`config.mk`:
```
export PLATFORM = sky130hd
export DESIGN_NAME = mem_port_arbiter
export DESIGN_NICKNAME = d
export VERILOG_FILES = /design/src/rtl/mem_port_arbiter_pkg.sv /design/src/rtl/mem_port_arbiter.sv
export SDC_FILE = /design/constraint.sdc
export NUM_CORES = 1
export LEC_CHECK = 0
export ABC_AREA = 0
export BUFFER_PORTS_ARGS = -buffer_cell sky130_fd_sc_hd__buf_4
export CAP_MARGIN = 25
export CORE_ASPECT_RATIO = 0.8
export CORE_MARGIN = 3
export CORE_UTILIZATION = 47
export DETAILED_ROUTE_END_ITERATION = 8
export GPL_ROUTABILITY_DRIVEN = 1
export PLACE_DENSITY = 0.8
export SLEW_MARGIN = 10
export SYNTH_ARGS = -nofsm -noshare
export SYNTH_HDL_FRONTEND = slang
export SYNTH_SLANG_ARGS = --single-unit
```
`constraint.sdc`:
```
create_clock -name clk -period 2.1 [get_ports clk]
set_input_delay 0.315 -clock clk [delete_from_list [all_inputs] [get_ports clk]]
set_output_delay 0.315 -clock clk [all_outputs]
set_load 0.1 [all_outputs]
```
`src/rtl/mem_port_arbiter_pkg.sv`:
```
// Shared types and helpers for the fetch/data memory port arbiter.
package mem_port_arbiter_pkg;

    localparam int ADDR_W = 32;
    localparam int DATA_W = 32;

    // Two-state handshake sequencer: idle and granting, or waiting on memory.
    typedef enum logic {
        ST_IDLE = 1'b0,
        ST_WAIT = 1'b1
    } arb_state_e;

    // Which stage owns the transaction currently in flight.
    typedef enum logic {
        OWN_I = 1'b0,
        OWN_D = 1'b1
    } arb_owner_e;

    // Everything captured at grant time and replayed to memory during WAIT.
    typedef struct packed {
        arb_owner_e          owner;
        logic                we;
        logic [ADDR_W-1:0]   addr;
        logic [DATA_W-1:0]   wdata;
    } arb_txn_t;

    // Memory is word addressed; the low byte-offset bits are dropped.
    function automatic logic [ADDR_W-1:0] word_align(input logic [ADDR_W-1:0] a);
        return {a[ADDR_W-1:2], 2'b00};
    endfunction

    function automatic logic is_misaligned(input logic [ADDR_W-1:0] a);
        return (a[1:0] != 2'b00);
    endfunction

endpackage

```
`src/rtl/mem_port_arbiter.sv`:
```
// Arbitrates the fetch (I) and MEM-stage (D) ports onto one single-ported
// memory. One transaction in flight; D wins ties unless I has been starved
// for STARVE_LIMIT consecutive D grants. A memory that never acknowledges
// is abandoned after TIMEOUT cycles and reported through bus_err.
module mem_port_arbiter
    import mem_port_arbiter_pkg::*;
#(
    parameter int STARVE_LIMIT = 4,
    parameter int TIMEOUT      = 16
) (
    input  logic              clk,
    input  logic              rst,

    input  logic              if_req,
    input  logic [ADDR_W-1:0] if_addr,
    output logic              if_gnt,
    output logic              if_valid,
    output logic [DATA_W-1:0] if_rdata,

    input  logic              d_req,
    input  logic              d_we,
    input  logic [ADDR_W-1:0] d_addr,
    input  logic [DATA_W-1:0] d_wdata,
    output logic              d_gnt,
    output logic              d_valid,
    output logic [DATA_W-1:0] d_rdata,

    output logic              mem_req,
    output logic              mem_we,
    output logic [ADDR_W-1:0] mem_addr,
    output logic [DATA_W-1:0] mem_wdata,
    input  logic              mem_ack,
    input  logic [DATA_W-1:0] mem_rdata,

    output logic              busy,
    output logic              bus_err
);

    localparam int STREAK_W = $clog2(STARVE_LIMIT + 1);
    localparam int TMO_W    = (TIMEOUT > 2) ? $clog2(TIMEOUT) : 1;

    localparam logic [STREAK_W-1:0] STREAK_MAX = STREAK_W'(STARVE_LIMIT);
    localparam logic [TMO_W-1:0]    TMO_LAST   = TMO_W'(TIMEOUT - 1);

    arb_state_e          state;
    arb_txn_t            txn;
    arb_txn_t            grant_txn;
    logic [STREAK_W-1:0] streak;
    logic [TMO_W-1:0]    tmo;
    logic                grant_i;
    logic                grant_d;
    logic                grant_misaligned;

    // Consecutive-D-grant counter: grows only while fetch is left waiting,
    // saturates at the limit, and clears on any grant that does not starve I.
    function automatic logic [STREAK_W-1:0] streak_next(
        input logic [STREAK_W-1:0] s,
        input logic                d_won,
        input logic                i_waiting
    );
        if (d_won && i_waiting) begin
            return (s == STREAK_MAX) ? s : s + 1'b1;
        end
        return '0;
    endfunction

    // Loads return memory data; stores complete with zero.
    function automatic logic [DATA_W-1:0] result_data(
        input logic              we,
        input logic [DATA_W-1:0] rd
    );
        return we ? '0 : rd;
    endfunction

    // Grant decision: only from IDLE, D preferred unless I has hit the starvation limit.
    always_comb begin
        grant_i = 1'b0;
        grant_d = 1'b0;
        if (!rst && state == ST_IDLE) begin
            if (if_req && (!d_req || streak == STREAK_MAX)) begin
                grant_i = 1'b1;
            end else if (d_req) begin
                grant_d = 1'b1;
            end
        end
    end

    // Transaction captured from the winning port; fetch is always a read.
    always_comb begin
        grant_txn        = txn;
        grant_misaligned = 1'b0;
        if (grant_d) begin
            grant_txn        = '{owner: OWN_D, we: d_we, addr: word_align(d_addr), wdata: d_wdata};
            grant_misaligned = is_misaligned(d_addr);
        end else if (grant_i) begin
            grant_txn        = '{owner: OWN_I, we: 1'b0, addr: word_align(if_addr), wdata: '0};
            grant_misaligned = is_misaligned(if_addr);
        end
    end

    assign if_gnt    = grant_i;
    assign d_gnt     = grant_d;
    assign busy      = (state != ST_IDLE);
    assign mem_req   = (state == ST_WAIT);
    assign mem_we    = mem_req & txn.we;
    assign mem_addr  = mem_req ? txn.addr  : '0;
    assign mem_wdata = mem_req ? txn.wdata : '0;

    // Handshake FSM with registered result pulses and sticky error flag.
    always_ff @(posedge clk) begin
        if (rst) begin
            state    <= ST_IDLE;
            txn      <= '0;
            streak   <= '0;
            tmo      <= '0;
            if_valid <= 1'b0;
            d_valid  <= 1'b0;
            if_rdata <= '0;
            d_rdata  <= '0;
            bus_err  <= 1'b0;
        end else begin
            if_valid <= 1'b0;
            d_valid  <= 1'b0;
            case (state)
                ST_IDLE: begin
                    if (grant_i || grant_d) begin
                        txn    <= grant_txn;
                        tmo    <= '0;
                        streak <= streak_next(streak, grant_d, if_req);
                        state  <= ST_WAIT;
                        if (grant_misaligned) begin
                            bus_err <= 1'b1;
                        end
                    end
                end
                ST_WAIT: begin
                    if (mem_ack) begin
                        if (txn.owner == OWN_I) begin
                            if_valid <= 1'b1;
                            if_rdata <= mem_rdata;
                        end else begin
                            d_valid <= 1'b1;
                            d_rdata <= result_data(txn.we, mem_rdata);
                        end
                        state <= ST_IDLE;
                    end else if (tmo == TMO_LAST) begin
                        // Abandon the access: complete to the owner with zero data.
                        if (txn.owner == OWN_I) begin
                            if_valid <= 1'b1;
                            if_rdata <= '0;
                        end else begin
                            d_valid <= 1'b1;
                            d_rdata <= '0;
                        end
                        bus_err <= 1'b1;
                        state   <= ST_IDLE;
                    end else begin
                        tmo <= tmo + 1'b1;
                    end
                end
                default: state <= ST_IDLE;
            endcase
        end
    end

endmodule

```
======== Word-level counts from Yosys, hierarchy flattened ========
Cells that the tools add are included.
cells by class
  add/sub/neg operators ................... 2
  equality and inequality tests ........... 8
  multiplexer cells ....................... 46
  bitwise operators ....................... 3
  reductions and logical operators ........ 18
operator list
  kind                   number
  $mux W32               11
  $mux W66               2
  $mux W1                24
  $reduce_and A3 Y1      5
  $mux W4                3
  $mux W3                3
  $pmux W4 S2            1
  $reduce_bool A2 Y1     4
  $ne A2 B2 Y1 const B   3
  $add A4 B1 Y4 const B  1
  $eq A4 B4 Y1 const B   1
  $ne A2 B1 Y1 const B   2
  $pmux W1 S2            2
  $reduce_and A4 Y1      1
  $add A3 B1 Y3 const B  1
  $eq A3 B3 Y1 const B   1
  $logic_and A1 B1 Y1    3
  $ne A3 B3 Y1 const B   1
  $logic_not A1 Y1       2
  $logic_or A1 B1 Y1     2
  $not A1 Y1             2
  $reduce_or A2 Y1       1
  $and A1 B1 Y1          1
storage, ports and cells
  register bits after elaboration ......... 141
  input port bits ......................... 134
  logic and storage cells ................. 89

======== Logic depth before layout (Yosys ltp) ========
Gate-level depths: netlist of run 1.
  depth after elaboration ................. 12
  depth in mapped cells ................... 8
  depth with buffers taken out ............ 6

======== Worst setup path before layout of run 1 ========
Ideal clock, no wire load.
  kind .................................... register -> output
  from .................................... reg state, in the netlist busy
  to ...................................... out if_gnt
  data arrival time ....................... 3.813 ns
  path slack .............................. -2.028 ns
  cell stages (with the launch flop) ...... 5
  path buffers ............................ 2
  cells stage by stage .................... dfxtp_1 -> or2_2 -> clkbuf_1 -> clkbuf_1 -> a211oi_1
between the ends
  word-level cells in the longest chain between the ends .. 3
ends and longest elaborated chain
  item                      RTL line                 RTL
  start: declaration        mem_port_arbiter.sv:45   arb_state_e state;
  start signal: assignment  mem_port_arbiter.sv:112  state <= ST_IDLE;
  start signal: assignment  mem_port_arbiter.sv:130  state <= ST_WAIT;
  start signal: assignment  mem_port_arbiter.sv:145  state <= ST_IDLE;
  $not A1 Y1 (no line)      n/a
  $logic_and A1 B1 Y1       mem_port_arbiter.sv:79   if (!rst && state == ST_IDLE) begin
  $mux W1                   mem_port_arbiter.sv:79
  end: declaration          mem_port_arbiter.sv:16   output logic if_gnt,
No other way between the ends.

======== Worst setup path after layout of run 1 ========
  from .................................... reg streak[0]
  to ...................................... out d_gnt
between the ends
  word-level cells in the longest chain between the ends .. 5
ends and longest elaborated chain
  item                      RTL line                 RTL
  start: declaration        mem_port_arbiter.sv:48   logic [STREAK_W-1:0] streak;
  start signal: assignment  mem_port_arbiter.sv:129  streak <= streak_next(streak, grant_d, if_req);
  $eq A3 B3 Y1              mem_port_arbiter.sv:80   if (if_req && (!d_req || streak == STREAK_MAX)) begin
  $logic_or A1 B1 Y1        mem_port_arbiter.sv:80
  $logic_and A1 B1 Y1       mem_port_arbiter.sv:80
  $mux W1                   mem_port_arbiter.sv:80
  $mux W1                   mem_port_arbiter.sv:79
  end: declaration          mem_port_arbiter.sv:24   output logic d_gnt,
No other way between the ends.

==> impl_results.md, run 1 <==
- Status: completed
- Finished Layout Cells: 1110
- Pwr/cell area: 805 nW/um^2
- Max Clk Rate: 0.489 GHz
- Detailed-route DRC error count: 0
- Util after Layout: 72.7%
- Crit path largest cell delay: 0.36 ns
- Post-synth top area cell: dfxtp_1
- Clock buffer depth: 2
- Width of the die: 133 um
- Worst path cell trace: inv_1, ha_2, and3_1, or2_4, clkinv_2, buf_12
- Final Hold Vio Count: 0
- Sum Neg Setup Slack: 0 ns
- Synth area leaders: dfxtp_1 46%, a2111oi_2 7.1%, and2_1 6.7%
- Worst slew margin: 43.3%
- NumNets Final: 1063
- Setup crit start kind: register
- Worst hold path type: in2reg
- Data arrival, critical path: 1.73 ns
- Syn_area_per_cell: 8.92 um^2
- Hold_sp: d_wdata[9]
- H-Tree Depth: 4
- Commonest cells after routing, fill and taps aside: 290 x buf_4, 137 x dfxtp_1, 68 x a21oi_1
- First-pass GRT wire length: 32400 um
- Area grow syn2layout: 48.0%
- Yosys reg bits: 139
- Root Driver: clkbuf_16
- Routability cong.: 0.861
- Initial Util: 49.1%
- Final period util: 97.4%
- Setup ws final: 0.0550 ns
- IO Count: 270
- Max-cap viol count: 0
- Clock tree from TritonCTS: yes
- Pre-CTS worst setup slack: 0.231 ns
- Total power: 7.28 mW
- Hold-fix buffers at CTS: 0
- Via count: 6382
- Setup Crit Path Kind: reg2out
- ANT cells: 0
- Fillcell total: 922
- Sink Count: 139
- Seq/Total Area, Yosys: 45.6%
- Per-cell routed wire length: 18.9 um
- Worst reg2reg startpoint: streak[0]
- Setup crit end kind: output pin
- Commonest non-fill, non-tap cell in the layout: buf_4
- Mapped Area: 6100 um^2
- Core Region: 12400 um^2
- Max IR drop VDD: 0.603 mV
- DRT iter0 DRCs: 410
- Setup Skew: 0.00552 ns
- Clk Latency, worst-skew pair: 0.42 ns
- Routed WL: 21000 um
- CP required: 1.78 ns
- # placed instances: 1074
- Slew @ Worst Pin: 0.851 ns
- Total GRT Usage: 28.2%
- Synth warnings: 0
- Clock transition at path regs: 0.06 ns
- Row count: 36
- Total CTS buffers: 17
- Synth top area share: 45.6%
- Mapped Cells: 684
- Die H: 108 um
- Initial antenna violation count: 0
- Yosys cell types: 43
- Vias/cell: 5.75
- 1st-pass router iterations: 5
- Max Slew Vio Count: 0
- Number of global-route vias before repair: 6222
- DP Wirelength: 14600 um
- Leakage: 3.79 nW
- Largest net degree at the start of global routing: 66
- Period minus WS final: 2.04 ns
- Setup Viol. Count Final: 0
- Share of cells above drive strength 1: 45.9%
- CP max FO: 5
- Antenna-violating nets left: 0
- Die ar.: 14400 um^2
- Critical-path top delay cell: dfxtp_2
- Crit path from: streak[0]
- Port Buffers: 267
- Gr ovfl total: 0
==> flip-flops by register name, indices dropped and copies added (netlist names) <==
signal / count
bus_err: 1
busy: 1
d_rdata: 32
d_valid: 1
if_rdata: 32
if_valid: 1
streak: 3
tmo: 4
txn: 64
==> logic make-up after synthesis <==
family | after synthesis | share of synthesized area, %
simple gates | 249 | 22.9
compound gates | 211 | 24.9
flops | 139 | 45.6
fa+ha+maj | 3 | 0.615
other cells | 1 | 0.0614
buf+inv | 81 | 5.94
==> layout make-up <==
| type | instances | area, um^2 | share of cell area [%] |
|---|---|---|---|
| clock inverters | 3 | 42.5 | 0.471 |
| inverters | 6 | 23.8 | 0.263 |
| flip-flops and latches | 139 | 2790 | 30.9 |
| well taps | 171 | 214 | 2.37 |
| multi-input cells | 465 | 3070 | 34.0 |
| repair buffers | 297 | 2300 | 25.5 |
| clock buffers | 29 | 592 | 6.55 |
==> worst max-delay path, delay by kind of cell, from the launching register on <==
family / cells / cell delay, ns
adder cells (fa/ha/maj): 1 / 0.18
buffers and inverters: 3 / 0.30
flip-flops: 1 / 0.36
AND/OR/NAND/NOR: 2 / 0.47
==> repair_timing <==
| item | in CTS | in global routing |
|---|---|---|
| endpoints found under the setup margin | 2 | 36 |
| pin swaps | 0 | 2 |
| resized for setup | 6 | 3 |
| cloned | 0 | 0 |
| buffers inserted | 0 | 4 |
==> routing by layer <==
layer  GRT usage (%)  share of wire, %  vias up  routed length [um]
met5               0                 0        -                   0
met4            9.99               1.7        0                 356
met2            47.9                49      314               10300
li1                -                 -     2958                   -
met1            33.1                39     3078                8210
met3            10.0                10       32                2110
==> synthesized netlist by cell type, drive strengths merged <==
master,number
a2111o,1
a2111oi,30
a211oi,1
a21o,2
a21oi,69
a22o,33
a22oi,1
a31o,1
a31oi,2
a32o,1
a41oi,1
and2,65
and3,2
and3b,1
buf,11
clkbuf,64
clkinv,1
conb,1
dfxtp,139
ha,3
inv,5
nand2,33
nand2b,34
nand3,3
nand4,32
nor2,5
nor2b,1
nor3,61
nor3b,1
nor4,2
nor4b,1
o21ai,65
o221ai,2
o31ai,2
or2,3
or3,3
or3b,1
or4,1
==> through the flow <==
step	hold slack (ns)	area, um^2
2_1_floorplan	0.434	6220
3_3_place_gp	0.447	8340
3_5_place_dp	0.448	8340
4_1_cts	0.0998	8990
5_1_grt	0.0977	9030
6_report	0.115	9030
==> worst paths after layout <==
path	endpoint	slack, ns	cells after the start
worst min register to register	txn[2]	0.46	1
worst max-delay path	d_gnt	0.06	6
worst min-delay path	txn[9]	0.11	2
worst max register to register	txn[63]	0.25	7
==> report_power, final <==
part	leakage, nW	switching (mW)	total [mW]	internal (mW)
sequential	1.13	0.0701	2.83	2.76
combinational	2.34	0.881	1.34	0.462
clock	0.313	1.09	3.11	2.02
total	3.79	2.04	7.28	5.24
Power figures use the tool's default switching activity.
==> inputs of run 2 (changes only) <==
Settings changed: BUFFER_PORTS_ARGS -buffer_cell sky130_fd_sc_hd__buf_4 to -buffer_cell sky130_fd_sc_hd__buf_2, REMOVE_ABC_BUFFERS set to 1.
==> run 2 against run 1 <==
Combinational power about the same. Clock skew rose by 0.0025 ns. Critical path depth unchanged. Sequential cell count stayed put. Sequential share of layout area decreased by 0.82 points. Worst hold slack about the same. Utilization up 2.0 points. Clock power shrank 3%. Cell count down 0.27%. Final area up 2.7%. Setup slack better by 0.0072 ns. Count of clock-buffer cells in the layout is 11 lower. Critical endpoint unchanged. Largest cell class unchanged. Largest power group unchanged.
==> impl_results.md, run 2 (synthesized netlist as in run 1, its figures left out) <==
- Comb power frac: 18.8%
- ANT cells: 0
- Worst slew margin: 64.2%
- Max-cap viol count: 0
- Max Clk Rate: 0.491 GHz
- Initial antenna violation count: 1
- Port Buffers: 267
- First-pass GRT wire length: 31500 um
- Setup crit start kind: register
- Final instance area: 9280 um^2
- Setup crit end kind: output pin
- FF-to-FF End: txn[47]
- Clock transition at path regs: 0.06 ns
- Fillcell total: 848
- Share of cells above drive strength 1: 39.4%
- Met2 routed WL: 9800 um
- Area grow syn2layout: 52.0%
- Clock tree from TritonCTS: yes
- Slew @ Worst Pin: 0.537 ns
- Status: completed
- Setup Viol. Count Final: 0
- CP required: 1.78 ns
- Fin Hold WS: 0.114 ns
- Commonest non-fill, non-tap cell in the layout: buf_2
- Detailed-route DRC error count: 0
- Period minus WS final: 2.04 ns
- Vias/cell: 5.67
- Setup Skew: 0.00800 ns
- Max IR drop VDD: 0.576 mV
- Worst reg2reg startpoint: streak[0]
- NumNets Final: 1060
- Sink Count: 139
- R2R depth: 7
- Reg2Reg Setup Slack: 0.20 ns
- Die H: 108 um
- Clk Latency, worst-skew pair: 0.41 ns
- Number of global-route vias before repair: 6062
- DP Wirelength: 13700 um
- Biggest regs: txn (64), d_rdata (32), if_rdata (32)
- # placed instances: 1073
- Per-cell routed wire length: 18.2 um
- Final Hold Vio Count: 0
- DRT iter0 DRCs: 401
- Highest routed layer: met5
- Hold Path Sink: txn[30]
- Met3 wire len: 1700 um
- 1st-pass router iterations: 5
- Final period util: 97.0%
- Worst hold path type: in2reg
- Total power: 7.21 mW
- Die ar.: 14400 um^2
- Clock power share: 42.0%
- Initial Util: 49.1%
- Clock buffer depth: 2
- Core Region: 12400 um^2
- Routability cong.: 0.807
- Row count: 36
- Total GRT Usage: 26.9%
- Hold_sp: d_wdata[30]
- Net Switching: 2.18 mW
- Gr ovfl total: 0
- Met1 Wirelength: 8220 um
- Antenna-violating nets left: 0
- Root Driver: clkbuf_16
- RSZ-0062 raised after global routing: false
- CP max FO: 3
- Routed WL: 20100 um
- Total CTS buffers: 17
- Cell-internal power: 5.02 mW
- Max Slew Vio Count: 0
- Pwr/cell area: 777 nW/um^2
- Share of total power in sequential cells: 39.1%
- Switching share of power: 30.3%
- Largest register by flop count: txn
- H-Tree Depth: 4
- Largest register FFs: 64
- Data arrival, critical path: 1.72 ns
- Largest net degree at the start of global routing: 47
- IO Count: 270
- Sum Neg Setup Slack: 0 ns
- Via count: 6273
- Width of the die: 133 um
- Setup Crit Path Kind: reg2out
- Finished Layout Cells: 1107
- Commonest cells after routing, fill and taps aside: 199 x buf_2, 137 x dfxtp_1, 76 x buf_12
- WHS Path Cells: 2
- Cell Area, Placed: 8630 um^2
- Leakage: 3.78 nW
run 2: cell type report:
class / count / area, um^2 / area share (%)
inverters: 6 / 25.0 / 0.270
multi-input cells: 465 / 2990 / 32.2
clock inverters: 14 / 160 / 1.73
repair buffers: 294 / 2670 / 28.7
clock buffers: 18 / 439 / 4.73
well taps: 171 / 214 / 2.31
flip-flops and latches: 139 / 2790 / 30.0
run 2: power groups by stage:
stage,combinational [mW],clock (mW),sequential (mW)
after floorplan,0.600,0,3.07
after CTS,1.35,3.06,2.82
after detailed placement,1.34,0,2.87
after global routing,1.43,3.17,2.83
final,1.36,3.03,2.82
after global placement,1.32,0,2.87
run 2: worst max path at each step:
stage               cells after the start   endpoint       from  slack (ns)
detailed placement                      7  streak[1]  streak[0]        0.13
finish                                  6      d_gnt  streak[0]        0.06
global route                            4     if_gnt       busy       0.005
floorplan                               4  streak[1]       busy       -3.54
global placement                        7  streak[1]  streak[0]        0.14
CTS                                     6      d_gnt  streak[0]       0.006
run 2: what timing repair did:
| action | 4_1_cts | 5_1_grt |
|---|---|---|
| setup buffers | 1 | 1 |
| endpoints found under the setup margin | 31 | 30 |
| hold buffers | 0 | 0 |
| pin swaps | 1 | 0 |
| resized for setup | 6 | 5 |
run 2: routing by layer:
metal,vias to the layer above,global-route usage [%]
met5,-,0
met4,2,9.10
met3,29,7.90
met2,310,44.9
met1,2978,33.7
li1,2954,-
run 2: stage by stage:
step | setup slack [ns] | util [%]
finish | 0.0622 | 74.6
global route | 0.00504 | 74.6
CTS | 0.00576 | 74.4
detailed placement | 0.131 | 69.4
global placement | 0.143 | 69.4
floorplan | -3.54 | -
run 2: critical path: stages (launching register included):
cell and delay (ns):
dfxtp_2 0.35, inv_1 0.05, ha_2 0.19, and3_4 0.19, or2_4 0.26, inv_4 0.09
buf_12 0.17
